File: config.mk
export PLATFORM = sky130hd
export DESIGN_NAME = fetch_queue
export DESIGN_NICKNAME = d
export VERILOG_FILES = /design/src/rtl/cpu_types_pkg.sv /design/src/rtl/fetch_fifo.sv /design/src/rtl/fetch_queue.sv
export SDC_FILE = /design/constraint.sdc
export NUM_CORES = 1
export LEC_CHECK = 0
export CAP_MARGIN = 20
export CELL_PAD_IN_SITES_DETAIL_PLACEMENT = 0
export CELL_PAD_IN_SITES_GLOBAL_PLACEMENT = 1
export CORE_ASPECT_RATIO = 0.5
export CORE_MARGIN = 2
export CORE_UTILIZATION = 46
export CTS_CLUSTER_DIAMETER = 80
export DETAILED_ROUTE_END_ITERATION = 8
export HOLD_SLACK_MARGIN = 0.12
export PLACE_DENSITY_LB_ADDON = 0.1
export SYNTH_ARGS = -nofsm -noshare
export SYNTH_HDL_FRONTEND = slang
export SYNTH_SLANG_ARGS = --single-unit
export TNS_END_PERCENT = 5
File: constraint.sdc
create_clock -name CLK -period 4.6 [get_ports CLK]
set_input_delay 0.92 -clock CLK [delete_from_list [all_inputs] [get_ports CLK]]
set_output_delay 0.92 -clock CLK [all_outputs]
set_load 0.02 [all_outputs]
File: src/rtl/cpu_types_pkg.sv
// Shared CPU datapath types: machine word and instruction-fetch queue entry.
package cpu_types_pkg;

    localparam int unsigned WORD_W           = 32;
    localparam int unsigned FQ_DEPTH_DEFAULT = 4;

    typedef logic [WORD_W-1:0] word_t;

    // One prefetched instruction together with the PC of its successor.
    typedef struct packed {
        word_t instr;
        word_t pcplus4;
    } fq_entry_t;

endpackage

File: src/rtl/fetch_fifo.sv
// Generic first-word-fall-through FIFO with synchronous clear; DEPTH must be a power of two >= 2.
module fetch_fifo
    import cpu_types_pkg::*;
#(
    parameter int unsigned DEPTH   = FQ_DEPTH_DEFAULT,
    parameter type         entry_t = fq_entry_t,
    parameter int unsigned CNT_W   = $clog2(DEPTH) + 1
) (
    input  logic             clk,
    input  logic             rst_n,
    input  logic             clear,
    input  logic             push,
    input  logic             pop,
    input  entry_t           wdata,
    output entry_t           rdata,
    output logic             full,
    output logic             empty,
    output logic [CNT_W-1:0] count
);

    localparam int unsigned PTR_W = $clog2(DEPTH);

    entry_t           mem [DEPTH];
    logic [PTR_W-1:0] rd_ptr;
    logic [PTR_W-1:0] wr_ptr;
    logic             do_push;
    logic             do_pop;

    assign full    = (count == CNT_W'(DEPTH));
    assign empty   = (count == '0);
    assign do_push = push && !full;
    assign do_pop  = pop && !empty;

    // Head is presented straight from storage; zero while empty so stale data never leaks.
    assign rdata = empty ? '0 : mem[rd_ptr];

    always_ff @(posedge clk or negedge rst_n) begin
        if (!rst_n) begin
            rd_ptr <= '0;
            wr_ptr <= '0;
            count  <= '0;
        end else if (clear) begin
            rd_ptr <= '0;
            wr_ptr <= '0;
            count  <= '0;
        end else begin
            if (do_push) begin
                wr_ptr <= wr_ptr + PTR_W'(1);
            end
            if (do_pop) begin
                rd_ptr <= rd_ptr + PTR_W'(1);
            end
            if (do_push && !do_pop) begin
                count <= count + CNT_W'(1);
            end else if (!do_push && do_pop) begin
                count <= count - CNT_W'(1);
            end
        end
    end

    // Storage needs no reset: entries are only observed once counted valid.
    always_ff @(posedge clk) begin
        if (do_push && !clear) begin
            mem[wr_ptr] <= wdata;
        end
    end

endmodule

File: src/rtl/fetch_queue.sv
// Instruction-fetch front end: fetch PC generator feeding a prefetch FIFO that ID drains.
module fetch_queue
    import cpu_types_pkg::*;
#(
    parameter word_t       PC_INIT = 32'h0,
    parameter int unsigned DEPTH   = FQ_DEPTH_DEFAULT,
    parameter int unsigned CNT_W   = $clog2(DEPTH) + 1
) (
    input  logic             CLK,
    input  logic             nRST,
    output logic             imemREN,
    output word_t            imemaddr,
    input  word_t            imemload,
    input  logic             ihit,
    input  logic             redirect,
    input  word_t            redirect_pc,
    input  logic             halt,
    input  logic             deq,
    output logic             valid_out,
    output word_t            instr_out,
    output word_t            pcplus4_out,
    output logic [CNT_W-1:0] count,
    output logic             full
);

    word_t     fetch_pc;
    word_t     pc_plus4;
    logic      empty;
    logic      push;
    logic      pop;
    fq_entry_t wr_entry;
    fq_entry_t head;

    assign pc_plus4 = fetch_pc + 32'd4;
    assign imemREN  = !full && !halt;
    assign imemaddr = fetch_pc;

    // Redirect dominates: the ihit and deq of a redirect cycle are dropped.
    assign push = ihit && imemREN && !redirect;
    assign pop  = deq && valid_out && !redirect;

    assign wr_entry = '{instr: imemload, pcplus4: pc_plus4};

    assign valid_out   = !empty;
    assign instr_out   = head.instr;
    assign pcplus4_out = head.pcplus4;

    always_ff @(posedge CLK or negedge nRST) begin
        if (!nRST) begin
            fetch_pc <= PC_INIT;
        end else if (redirect) begin
            fetch_pc <= redirect_pc;
        end else if (push) begin
            fetch_pc <= pc_plus4;
        end
    end

    fetch_fifo #(
        .DEPTH   (DEPTH),
        .entry_t (fq_entry_t),
        .CNT_W   (CNT_W)
    ) u_fifo (
        .clk   (CLK),
        .rst_n (nRST),
        .clear (redirect),
        .push  (push),
        .pop   (pop),
        .wdata (wr_entry),
        .rdata (head),
        .full  (full),
        .empty (empty),
        .count (count)
    );

endmodule
==> impl_summary.txt <==
----------------------------------------------------
[Clock tree]
  Clk root buf ... sky130_fd_sc_hd__clkbuf_16
  Cts bufs inserted ... 27
  Number of setup buffers added after CTS ... 0
  Number of hold buffers added after cts ... 0
  Total number of clock tree sinks ... between 200 and 300
  H-tree Lvls ... 1
  Number of gates resized after cts ... 0
  Maximum buffer depth of the clock tree ... 3
  Clock tree from TritonCTS ... yes
  Clock transition at the register clock pins on the worst setup and hold paths after CTS ... 0.07 ns
  Later-pin clock latency in the skew report ... roughly 0.54 ns

[Global route]
  Vias in the first global route ... around 7400
  Wire length of the first global-routing pass ... 44880 um
  Overall routing resource usage ... 20.76%
  Initial antenna violation count ... 0
  Maximum number of pins on one net before global-route repair ... 55
  Grt ovf ... 0

[Detailed routing]
  Wire length per cell after detailed routing ... between 20 and 25 um
  DRT Pass-1 Iters ... 5
  Post-detailed-route DRC marker count ... 0
  Post-DR vias/cell ... 5.632
  Detailed-route via count ... slightly above 7000
  Detail Route Antenna Nets ... 0
  Post-detailed-routing wire length ... 29220 um
  Starting DRC count in detailed routing ... around 500

[Logic synthesis]
  Synth area leaders ... sky130_fd_sc_hd__edfxtp_1, sky130_fd_sc_hd__mux4_2, sky130_fd_sc_hd__dfrtp_1, sky130_fd_sc_hd__and2_1, sky130_fd_sc_hd__xor2_1
  Top cell type's share of synthesized area ... 61.53%
  Async set-reset flop share out of synthesis ... between 10% and 20%
  Number of enable-type register cells in the synthesized netlist ... 256
  Cell accounting for the most synthesized area ... sky130_fd_sc_hd__edfxtp_1
  Synth Area per Inst ... around 17 um2
  Number of distinct standard cells referenced by the synthesized netlist ... 50
  Main flop type after synthesis ... sky130_fd_sc_hd__edfxtp_1
  Area of the mapped netlist ... 0.01249 mm2
  Number of standard cells after synthesis ... 751
  Yosys warning total ... 0
  Share of the yosys chip area belonging to registers ... a little over two thirds
  Count of state elements after synthesis ... 295
  Total nets after synthesis ... approximately 830

[Cells and area]
  Footprint of the flip-flops and latches ... 0.008671 mm2
  Area occupied by multi-input gates ... approximately 0.0036 mm2
  Area growth from synthesis to final layout ... 24.24%
  Nets ... 995
  Fill cell count ... 2088
  Layout cells sized above 1 ... 14.47%
  Ant diodes ... 0
  Finished Layout Cells ... roughly 1300

[Die]
  Core area ... approximately 0.027 mm2
  Effective utilization at floorplan ... between 40% and 50%
  X dimension of the die ... roughly 240 um
  Area enclosed by the die boundary ... 0.02858 mm2
  Standard-cell rows ... 42
  Number of primary I/O pins ... 172
  Floorplan die height ... around 120 um

[Worst setup path]
  Kind of launch point of the worst setup path ... register
  Startpoint of the worst-slack reg-to-reg timing path ... u_fifo.count[2]
  Worst path arrival time ... 2.96 ns
  Capturing element type of the critical path ... primary output
  Buf+Inv Stages, Crit Path ... 2
  Number of cell instances on the worst register-to-register path ... 6
  Cell-by-cell trace of the critical path ... or3_2 > buf_4 > and2_1 > clkdlybuf4s50_1
  Setup slack on the worst flop-to-flop path ... 1.88 ns
  CP Data Required Time ... 3.68 ns
  Kind of cell adding the most delay to the critical path ... simple AND/OR/NAND/NOR gates
  Highest cell delay on the worst timing path ... 0.84 ns
  Critical-path maximum fanout ... 40
  RR Endpoint ... u_fifo.mem[1][44]
  Slowest cell on crit path ... sky130_fd_sc_hd__or3_2
  Crit Path Category ... reg -> out

[Timing]
  Highest Clock Rate ... 257.6 MHz
  Maximum clock skew at final layout ... 0.009452 ns
  Actual transition at the worst max-transition pin ... 0.9105 ns
  Setup TNS ... 0 ns
  Endpoints failing hold ... 0
  RSZ-0062 raised after global routing ... false
  Number of slew-limit violations in the final report ... 0
  Post-layout minimum cycle time ... 3.882 ns
  Final worst path period share ... a little over four fifths
  Final count of negative-setup-slack endpoints ... 0
  Slew margin rel. ... 39.13%

[Placement]
  Count of buffers inserted at the top-level ports ... 171
  Placed cells ... 1242
  Detailed placer's ending HPWL ... ~19000 um
  Routability cong. ... 0.7432

[Pwr]
  Total power ... 7.378 mW
  VDD IR-drop max ... 257.2 uV
  Leakage ... 5.018 nW
  PwrDens ... between 400 and 500 mW/mm2

[Run]
  Max Cap Violations ... 0

[Worst hold path]
  Hold Path Class ... in -> async

[Run status]
  Run status ... complete, no violations

----------------------------------------------------
Yosys cell counts (all sizes together), types with 2 or more instances:
master / number
ha: 5
or4: 23
a21oi: 2
dfrtp: 39
and3: 5
nand2b: 3
nor2b: 3
nor3: 14
clkbuf: 28
and2: 65
nand4: 11
o31ai: 18
mux4: 64
xnor2: 12
xor2: 25
o21a: 2
and4: 7
o21ai: 10
edfxtp: 256
o31a: 2
nor2: 34
o211ai: 2
nor4: 5
or3: 4
a31oi: 17
inv: 9
nand3: 19
mux2: 2
buf: 23
a221oi: 2
nand2: 30
layout make-up:
cell class | count | share of cell area (%)
flip-flops and latches | 295 | 55.86
repair buffers | 190 | 12.40
inverters | 10 | 0.2418
well taps | 352 | 2.837
clock buffers | 34 | 4.522
multi-input cells | 395 | 23.13
clock inverters | 16 | 1.016
cell usage in the layout, fill, tap and decap left out, types with 2 or more instances in the layout:
master                            count
sky130_fd_sc_hd__a21oi_1              2
sky130_fd_sc_hd__or4_1               22
sky130_fd_sc_hd__and3_4               4
sky130_fd_sc_hd__or3_1                3
sky130_fd_sc_hd__clkbuf_16           27
sky130_fd_sc_hd__buf_12               6
sky130_fd_sc_hd__clkdlybuf4s50_1    170
sky130_fd_sc_hd__o21a_1               2
sky130_fd_sc_hd__mux2_2               2
sky130_fd_sc_hd__nand4_1             10
sky130_fd_sc_hd__nor2_1              34
sky130_fd_sc_hd__o31ai_1             18
sky130_fd_sc_hd__xor2_1              25
sky130_fd_sc_hd__dfrtp_4              2
sky130_fd_sc_hd__and4_1               6
sky130_fd_sc_hd__nor2b_1              3
sky130_fd_sc_hd__a31oi_1             17
sky130_fd_sc_hd__clkbuf_1             7
sky130_fd_sc_hd__o21ai_0             10
sky130_fd_sc_hd__o211ai_1             2
sky130_fd_sc_hd__bufinv_16            3
sky130_fd_sc_hd__buf_4               13
sky130_fd_sc_hd__nand2_1             30
sky130_fd_sc_hd__clkinv_2             4
sky130_fd_sc_hd__and2_1              65
sky130_fd_sc_hd__edfxtp_1           256
sky130_fd_sc_hd__clkinv_1             7
sky130_fd_sc_hd__dfrtp_1             37
sky130_fd_sc_hd__nor3_1              14
sky130_fd_sc_hd__nor4_1               5
sky130_fd_sc_hd__ha_1                 5
sky130_fd_sc_hd__nand3_1             18
sky130_fd_sc_hd__a221oi_1             2
sky130_fd_sc_hd__xnor2_1             12
sky130_fd_sc_hd__mux4_2              64
sky130_fd_sc_hd__nand2b_1             3
sky130_fd_sc_hd__inv_1                8
sky130_fd_sc_hd__o31a_1               2
state kept, by name (all words and copies together) (netlist names):
register       count
u_fifo.rd_ptr      2
u_fifo.wr_ptr      2
imemaddr          32
u_fifo.mem       256
u_fifo.count       3
cells by family (layout without fill, tap and decap cells):
| family | count (synthesis) | in the layout | share of synthesized area, % |
|---|---|---|---|
| muxes | 67 | 67 | 11.80 |
| adders and majority gates | 6 | 6 | 0.6609 |
| AOI/OAI and AO/OA | 60 | 60 | 3.265 |
| xor gates and xnor gates | 37 | 37 | 2.594 |
| buffers and inverters | 61 | 250 | 2.093 |
| and+or+nand+nor | 225 | 225 | 10.25 |
| DFF | 295 | 295 | 69.34 |
power by group:
| part | internal, mW | switching [mW] | total [mW] |
|---|---|---|---|
| Combinational | 1.00 | 1.01 | 2.01 |
| Clock | 1.25 | 0.958 | 2.21 |
| Sequential | 3.02 | 0.133 | 3.16 |
metal layers:
layer / global-route usage [%] / vias up / wire (um) / share of wire [%]
li1: - / 3290 / - / -
met1: 29.66 / 3797 / 13500 / 46
met2: 34.78 / 162 / 14210 / 49
met3: 3.174 / 27 / 1170 / 4.0
met4: 3.420 / 0 / 347 / 1.2
met5: 0 / - / 0 / 0
per-stage QoR:
step	instance area [um2]	utilization (%)	setup WS (ns)	hold slack (ns)
3_3_place_gp	14660	55.15	1.243	0.5477
6_report	15520	58.38	0.7175	0.3345
3_5_place_dp	14660	55.15	1.159	0.5646
5_1_grt	15520	58.38	0.5755	0.3572
4_1_cts	15520	58.38	0.6696	0.3447
2_1_floorplan	12490	-	1.072	0.4936
worst max path at each step:
stage / startpoint / endpoint / slack [ns] / depth (start not counted)
after floorplan: halt / u_fifo.mem[0][0] / 1.07 / 5
after CTS: u_fifo.count[0] / pcplus4_out[19] / 0.67 / 4
final: u_fifo.count[0] / pcplus4_out[19] / 0.72 / 4
after global routing: u_fifo.count[0] / instr_out[5] / 0.58 / 4
after global placement: halt / u_fifo.mem[1][43] / 1.24 / 6
after detailed placement: halt / u_fifo.mem[1][51] / 1.16 / 6
(Power assumes the default switching activity.)
